<file path="config.mk">
export PLATFORM = sky130hd
export DESIGN_NAME = icache_responder_flat
export DESIGN_NICKNAME = d
export VERILOG_FILES = /design/src/rtl/icache_responder_pkg.sv /design/src/rtl/icache_responder_if.sv /design/src/rtl/icache_array.sv /design/src/rtl/icache_responder.sv /design/src/flat_wrapper.sv
export SDC_FILE = /design/constraint.sdc
export NUM_CORES = 2
export LEC_CHECK = 0
export ABC_AREA = 1
export CAP_MARGIN = 30
export CORE_ASPECT_RATIO = 1.1
export CORE_MARGIN = 2
export CORE_UTILIZATION = 47
export DETAILED_ROUTE_END_ITERATION = 10
export PLACE_DENSITY = 0.67
export REMOVE_ABC_BUFFERS = 1
export SLEW_MARGIN = 10
export SYNTH_ARGS = -nofsm -noshare
export SYNTH_HDL_FRONTEND = slang
export SYNTH_SLANG_ARGS = --single-unit
export TNS_END_PERCENT = 100
</file>
<file path="constraint.sdc">
create_clock -name clk -period 15.7 [get_ports clk]
set_input_delay 3.14 -clock clk [delete_from_list [all_inputs] [get_ports clk]]
set_output_delay 3.14 -clock clk [all_outputs]
set_load 0.02 [all_outputs]
</file>
<file path="src/rtl/icache_responder_pkg.sv">
// Shared types and geometry helpers for the direct-mapped instruction cache.
package icache_responder_pkg;

    localparam int unsigned AddrWidth = 32;
    localparam int unsigned WordWidth = 32;
    localparam int unsigned DefIndex  = 3;
    localparam int unsigned DefOffset = 5;

    typedef enum logic {
        Idle,
        Fill
    } icache_state_t;

    function automatic int unsigned tag_width(input int unsigned s_index,
                                              input int unsigned s_offset);
        return AddrWidth - s_index - s_offset;
    endfunction

    function automatic int unsigned line_width(input int unsigned s_offset);
        return 8 << s_offset;
    endfunction

    localparam int unsigned DefTagWidth  = tag_width(DefIndex, DefOffset);
    localparam int unsigned DefLineWidth = line_width(DefOffset);

endpackage

</file>
<file path="src/rtl/icache_responder_if.sv">
// Fetch-port and line-fill port bundle; slave is the cache's view.
interface icache_responder_if
    import icache_responder_pkg::*;
#(
    parameter int unsigned LineWidth = DefLineWidth
);
    logic                 inst_read;
    logic [AddrWidth-1:0] inst_addr;
    logic                 inst_resp;
    logic [WordWidth-1:0] inst_rdata;
    logic                 pmem_read;
    logic [AddrWidth-1:0] pmem_address;
    logic [LineWidth-1:0] pmem_rdata;
    logic                 pmem_resp;

    modport master (
        output inst_read, inst_addr, pmem_rdata, pmem_resp,
        input  inst_resp, inst_rdata, pmem_read, pmem_address
    );

    modport slave (
        input  inst_read, inst_addr, pmem_rdata, pmem_resp,
        output inst_resp, inst_rdata, pmem_read, pmem_address
    );
endinterface

</file>
<file path="src/rtl/icache_array.sv">
// Register array: asynchronous read, synchronous write, synchronous active-low clear.
module icache_array #(
    parameter  int unsigned Width = 1,
    parameter  int unsigned Depth = 8,
    localparam int unsigned AddrW = $clog2(Depth)
) (
    input  logic             clk,
    input  logic             clr_n,
    input  logic             we,
    input  logic [AddrW-1:0] waddr,
    input  logic [Width-1:0] wdata,
    input  logic [AddrW-1:0] raddr,
    output logic [Width-1:0] rdata
);
    logic [Width-1:0] mem_q [Depth];

    always_ff @(posedge clk) begin
        if (!clr_n) begin
            for (int i = 0; i < int'(Depth); i++) begin
                mem_q[i] <= '0;
            end
        end else if (we) begin
            mem_q[waddr] <= wdata;
        end
    end

    assign rdata = mem_q[raddr];
endmodule

</file>
<file path="src/rtl/icache_responder.sv">
// Direct-mapped read-only instruction cache: same-cycle hits, whole-line fills on miss.
module icache_responder
    import icache_responder_pkg::*;
#(
    parameter int unsigned S_INDEX  = DefIndex,
    parameter int unsigned S_OFFSET = DefOffset
) (
    input  logic                 clk,
    input  logic                 rst,
    icache_responder_if.slave    bus,
    output logic [31:0]          miss_count
);
    localparam int unsigned TagW  = tag_width(S_INDEX, S_OFFSET);
    localparam int unsigned LineW = line_width(S_OFFSET);
    localparam int unsigned WselW = S_OFFSET - 2;
    localparam int unsigned Words = LineW / WordWidth;
    localparam int unsigned Sets  = 1 << S_INDEX;

    logic [TagW-1:0]    req_tag;
    logic [S_INDEX-1:0] req_idx;
    logic [WselW-1:0]   req_word;

    icache_state_t      state_q;
    logic               pmem_read_q;
    logic [TagW-1:0]    fill_tag_q;
    logic [S_INDEX-1:0] fill_idx_q;
    logic [31:0]        miss_count_q;

    logic                            valid_rd;
    logic [TagW-1:0]                 tag_rd;
    logic [LineW-1:0]                line_rd;
    logic [Words-1:0][WordWidth-1:0] line_words;
    logic                            hit;
    logic                            fill_we;
    logic                            unused_addr;

    assign req_tag     = bus.inst_addr[AddrWidth-1 -: TagW];
    assign req_idx     = bus.inst_addr[S_OFFSET +: S_INDEX];
    assign req_word    = bus.inst_addr[2 +: WselW];
    assign unused_addr = ^bus.inst_addr[1:0];

    // Reset wins over a same-edge fill so a cancelled fill leaves nothing behind.
    assign fill_we = (state_q == Fill) && bus.pmem_resp && rst;

    icache_array #(.Width(1), .Depth(Sets)) u_valid (
        .clk   (clk),
        .clr_n (rst),
        .we    (fill_we),
        .waddr (fill_idx_q),
        .wdata (1'b1),
        .raddr (req_idx),
        .rdata (valid_rd)
    );

    icache_array #(.Width(TagW), .Depth(Sets)) u_tag (
        .clk   (clk),
        .clr_n (1'b1),
        .we    (fill_we),
        .waddr (fill_idx_q),
        .wdata (fill_tag_q),
        .raddr (req_idx),
        .rdata (tag_rd)
    );

    icache_array #(.Width(LineW), .Depth(Sets)) u_data (
        .clk   (clk),
        .clr_n (1'b1),
        .we    (fill_we),
        .waddr (fill_idx_q),
        .wdata (bus.pmem_rdata),
        .raddr (req_idx),
        .rdata (line_rd)
    );

    assign line_words = line_rd;
    assign hit = bus.inst_read && (state_q == Idle) && valid_rd && (tag_rd == req_tag);

    always_ff @(posedge clk) begin
        if (!rst) begin
            state_q      <= Idle;
            pmem_read_q  <= 1'b0;
            fill_tag_q   <= '0;
            fill_idx_q   <= '0;
            miss_count_q <= '0;
        end else begin
            unique case (state_q)
                Idle: begin
                    if (bus.inst_read && !hit) begin
                        state_q     <= Fill;
                        pmem_read_q <= 1'b1;
                        fill_tag_q  <= req_tag;
                        fill_idx_q  <= req_idx;
                    end
                end
                Fill: begin
                    if (bus.pmem_resp) begin
                        state_q      <= Idle;
                        pmem_read_q  <= 1'b0;
                        miss_count_q <= miss_count_q + 32'd1;
                    end
                end
                default: state_q <= Idle;
            endcase
        end
    end

    assign bus.inst_resp    = hit;
    assign bus.inst_rdata   = hit ? line_words[req_word] : '0;
    assign bus.pmem_read    = pmem_read_q;
    assign bus.pmem_address = {fill_tag_q, fill_idx_q, {S_OFFSET{1'b0}}};
    assign miss_count       = miss_count_q;
endmodule

</file>
<file path="src/flat_wrapper.sv">
// flat-port wrapper written by rule: the top's interface ports become plain ports
module icache_responder_flat import icache_responder_pkg::*;
#(
    parameter int unsigned S_INDEX  = DefIndex,
    parameter int unsigned S_OFFSET = DefOffset
)
  (clk, rst, miss_count, bus_inst_read, bus_inst_addr, bus_pmem_rdata, bus_pmem_resp, bus_inst_resp, bus_inst_rdata, bus_pmem_read, bus_pmem_address);
  icache_responder_if #(.LineWidth(256)) bus_i ();
  input  logic clk;
  input  logic rst;
  output logic [31:0] miss_count;
  input wire logic [$bits(bus_i.inst_read)-1:0] bus_inst_read;
  input wire logic [$bits(bus_i.inst_addr)-1:0] bus_inst_addr;
  input wire logic [$bits(bus_i.pmem_rdata)-1:0] bus_pmem_rdata;
  input wire logic [$bits(bus_i.pmem_resp)-1:0] bus_pmem_resp;
  output wire logic [$bits(bus_i.inst_resp)-1:0] bus_inst_resp;
  output wire logic [$bits(bus_i.inst_rdata)-1:0] bus_inst_rdata;
  output wire logic [$bits(bus_i.pmem_read)-1:0] bus_pmem_read;
  output wire logic [$bits(bus_i.pmem_address)-1:0] bus_pmem_address;
  assign bus_i.inst_read = bus_inst_read;
  assign bus_i.inst_addr = bus_inst_addr;
  assign bus_i.pmem_rdata = bus_pmem_rdata;
  assign bus_i.pmem_resp = bus_pmem_resp;
  assign bus_inst_resp = bus_i.inst_resp;
  assign bus_inst_rdata = bus_i.inst_rdata;
  assign bus_pmem_read = bus_i.pmem_read;
  assign bus_pmem_address = bus_i.pmem_address;
  icache_responder #(.S_INDEX(S_INDEX), .S_OFFSET(S_OFFSET)) u_core (.clk(clk), .rst(rst), .bus(bus_i), .miss_count(miss_count));
endmodule
</file>
==> summary.txt <==
Run status
  – Status: finished, final reports clean

Timing
  – Max Fclk: 0.08394 GHz
  – Final Setup Violations: 0
  – Worst slew pin tran: 1223 ps
  – Tcrit/Tclk final: 75.88%
  – Worst hold slack: 462.5 ps
  – Setup ws final: 3787 ps
  – Final hold violations: 0
  – RSZ-0062 raised after global routing: false
  – Slew Limit Fails: 0
  – Skew final: 36.31 ps
  – Minimum clock period: 11910 ps
  – Max-slew headroom: 18.50%

Clock tree
  – Post-CTS Hold Buffers: 0
  – CTS Sinks: 2309
  – Cells resized by post-CTS repair: 0
  – Post-CTS Setup Bufs: 0
  – CTS root buf: clkbuf_16
  – Reg clk slew, reported paths: 60 ps
  – Num CTS Buffers: 223
  – Clk buf depth: 3
  – TritonCTS clock tree: built
  – Clk Latency, worst-skew pair: 870 ps
  – Total number of H-tree levels: 4

Logic synthesis
  – Synthesized cell area: 93080 µm²
  – Register area share after synthesis: 73.75%
  – Mapped Avg Cell Area: 11.91 µm²
  – Syn Inst Count: 7817
  – Post-synthesis cell type count: 37
  – Synth warnings: 0
  – #FFs+latches synth: 2309

Global route
  – Largest net degree at the start of global routing: 221
  – Initial antenna violation count: 74
  – Vias in the first global route: 59010
  – Aggregate global routing overflow: 0
  – All-Layer GR Usage: 24.06%
  – First-pass GRT wire length: 368000 µm

Worst hold path
  – HP Class: reg -> reg

Power and ir drop
  – Cell Pwr Density: 120.3 nW/µm²
  – Maximum VDD drop: 103.1 µV
  – Pleak: 36.99 nW

Setup path
  – Worst Path Required: 12560 ps
  – CP max stage cell: clkdlybuf4s50_1
  – WS Path Type: in -> out
  – CP cell instances: buf_8, inv_8, buf_4, o21ai_0, nand3_1, nand2_1, nand2_1, nand2_1, nor4_1, nand3_4, buf_4, nor3_1, clkdlybuf4s50_1
  – Most frequent CP cell: nand2_1
  – Data arrival, critical path: 8770 ps
  – Setup slack, reg-to-reg: 11360 ps
  – Startpoint Class: primary input
  – Biggest fanout along the worst timing path: 92
  – CP endpoint kind: output pin
  – CP peak stage delay: 750 ps

Routing
  – Drc violations: 0
  – Initial DRC count: 6544
  – Final ANT Viol Nets: 0
  – Routed WL: 247300 µm
  – DRT Pass-1 Iters: 8
  – Via count: 61830
  – Mean number of vias per cell: 5.710
  – Drt wl/cell: 22.84 µm

Cells and area
  – Nets: 8312
  – Seq. cell area: 68650 µm²
  – Post-route cell area: 106100 µm²
  – Area growth from synthesis to layout: 13.97%
  – Multi-input combinational cell area: 21530 µm²
  – Layout fillers: 16180
  – Share of cells above drive strength 1: 5.335%

Placement
  – Placer Congestion: 0.8174
  – Pre-CTS setup slack: 3985 ps
  – DP Area: 98850 µm²
  – Post-detail-place hpwl: 125200 µm
  – Count of buffers from port buffering: 382

Die
  – Die Y: 470.7 µm
  – Initial core utilization: 47.24%
  – I/O pin cnt: 390
  – Core area: 197100 µm²
  – Die width: 428.3 µm
  – Row Count: 171
  – Die area: 201600 µm²

Run
  – Max-cap viol count: 0
flip-flops by register name, summed over array words and instances, names as in the netlist:
name                  count
u_core.miss_count        32
u_core.state_q            1
u_core.u_data.mem_q    2048
u_core.u_valid.mem_q      8
u_core.u_tag.mem_q      192
u_core.fill_tag_q        24
u_core.bus.pmem_read      1
u_core.fill_idx_q         3
Yosys cell counts, drive strengths merged:
cell type / instances / area share, %
dfxtp: 69 / 1.5
nand3: 1743 / 9.4
clkinv: 1 / 0.0040
inv: 152 / 0.61
conb: 1 / 0.0040
nor4: 4 / 0.027
o21a: 3 / 0.024
nand4: 11 / 0.074
a21oi: 125 / 0.67
and3: 26 / 0.17
nor2: 305 / 1.2
nor3b: 2 / 0.016
edfxtp: 2240 / 72
a31oi: 1 / 0.0067
o22ai: 2 / 0.013
nand2: 2268 / 9.1
nor3: 49 / 0.31
buf: 345 / 1.9
a211oi: 27 / 0.22
o211ai: 5 / 0.040
xor2: 4 / 0.038
xnor2: 1 / 0.0094
or2: 1 / 0.0067
o221ai: 27 / 0.25
a22o: 24 / 0.23
o21ai: 212 / 1.1
clkbuf: 168 / 0.68
ha: 1 / 0.013
critical path: cells and delay by family:
kind	cells	cell delay, ps
buffers and inverters	5	2910
AND/OR/NAND/NOR	7	2170
AO/OA/AOI/OAI	1	250
power by group:
part	internal, mW	switching (mW)	total [mW]
sequential	6.80	0.0213	6.82
combinational	0.240	0.528	0.768
clock	2.89	2.29	5.18
cells by family (layout without fill, tap and decap cells):
logic type                 Yosys count  count (layout)  share of synthesized area, %
buffers and inverters              666            1055                         3.217
and+or+nand+nor                   4409            4409                         20.37
AOI/OAI and AO/OA                  426             426                         2.594
adders and majority gates            1               1                       0.01344
xor gates and xnor gates             5               5                       0.04705
DFF                               2309            2309                         73.75
other                                1              28                      0.004029
metal layers:
metal | up-vias | GRT usage (%) | share of wire [%] | routed length, µm
li1 | 28200 | - | - | -
met1 | 30600 | 32.38 | 41 | 100800
met2 | 2506 | 39.37 | 48 | 119700
met3 | 464 | 4.469 | 7.9 | 19430
met4 | 64 | 8.288 | 2.8 | 7014
met5 | - | 0 | 0.17 | 416
layout by cell type (no fill, tap or decap), drive strengths merged, types with 49 or more instances in the layout:
| master | instances |
|---|---|
| a21oi | 125 |
| buf | 111 |
| clkbuf | 293 |
| clkdlybuf4s50 | 375 |
| clkinv | 100 |
| dfxtp | 69 |
| edfxtp | 2240 |
| inv | 160 |
| nand2 | 2268 |
| nand3 | 1743 |
| nor2 | 305 |
| nor3 | 49 |
| o21ai | 212 |
area by class of cell:
class                           count  share of cell area (%)
Antenna cell                       23                 0.05425
Clock buffer                      293                   5.619
Clock inverter                    123                   1.045
Inverter                          153                  0.5720
Multi-Input combinational cell   4846                   20.30
Sequential cell                  2309                   64.71
Tap cell                         2595                   3.061
Timing Repair Buffer              486                   4.643
per-stage QoR:
step / std cells / setup TNS, ps / power (mW) / utilization, %
final: 10830 / 0 / 12.77 / 53.84
after global routing: 10820 / 0 / 13.16 / 53.83
after CTS: 10800 / 0 / 12.84 / 53.75
after detailed placement: 10390 / 0 / 7.712 / 50.16
after global placement: 10380 / 0 / 7.691 / 50.16
after floorplan: 7308 / -1429250 / 7.370 / -
final timing paths:
| path | start | cells after the start | to |
|---|---|---|---|
| worst max register to register | u_core.state_q | 7 | u_core.u_data.mem_q[6][243] |
| worst max-delay path | bus_inst_addr[5] | 13 | bus_inst_rdata[11] |
| worst min-delay path | u_core.u_valid.mem_q[0] | 2 | u_core.u_valid.mem_q[0] |
| worst min register to register | u_core.u_valid.mem_q[0] | 2 | u_core.u_valid.mem_q[0] |
No activity file was read; power rests on OpenSTA's default activity.
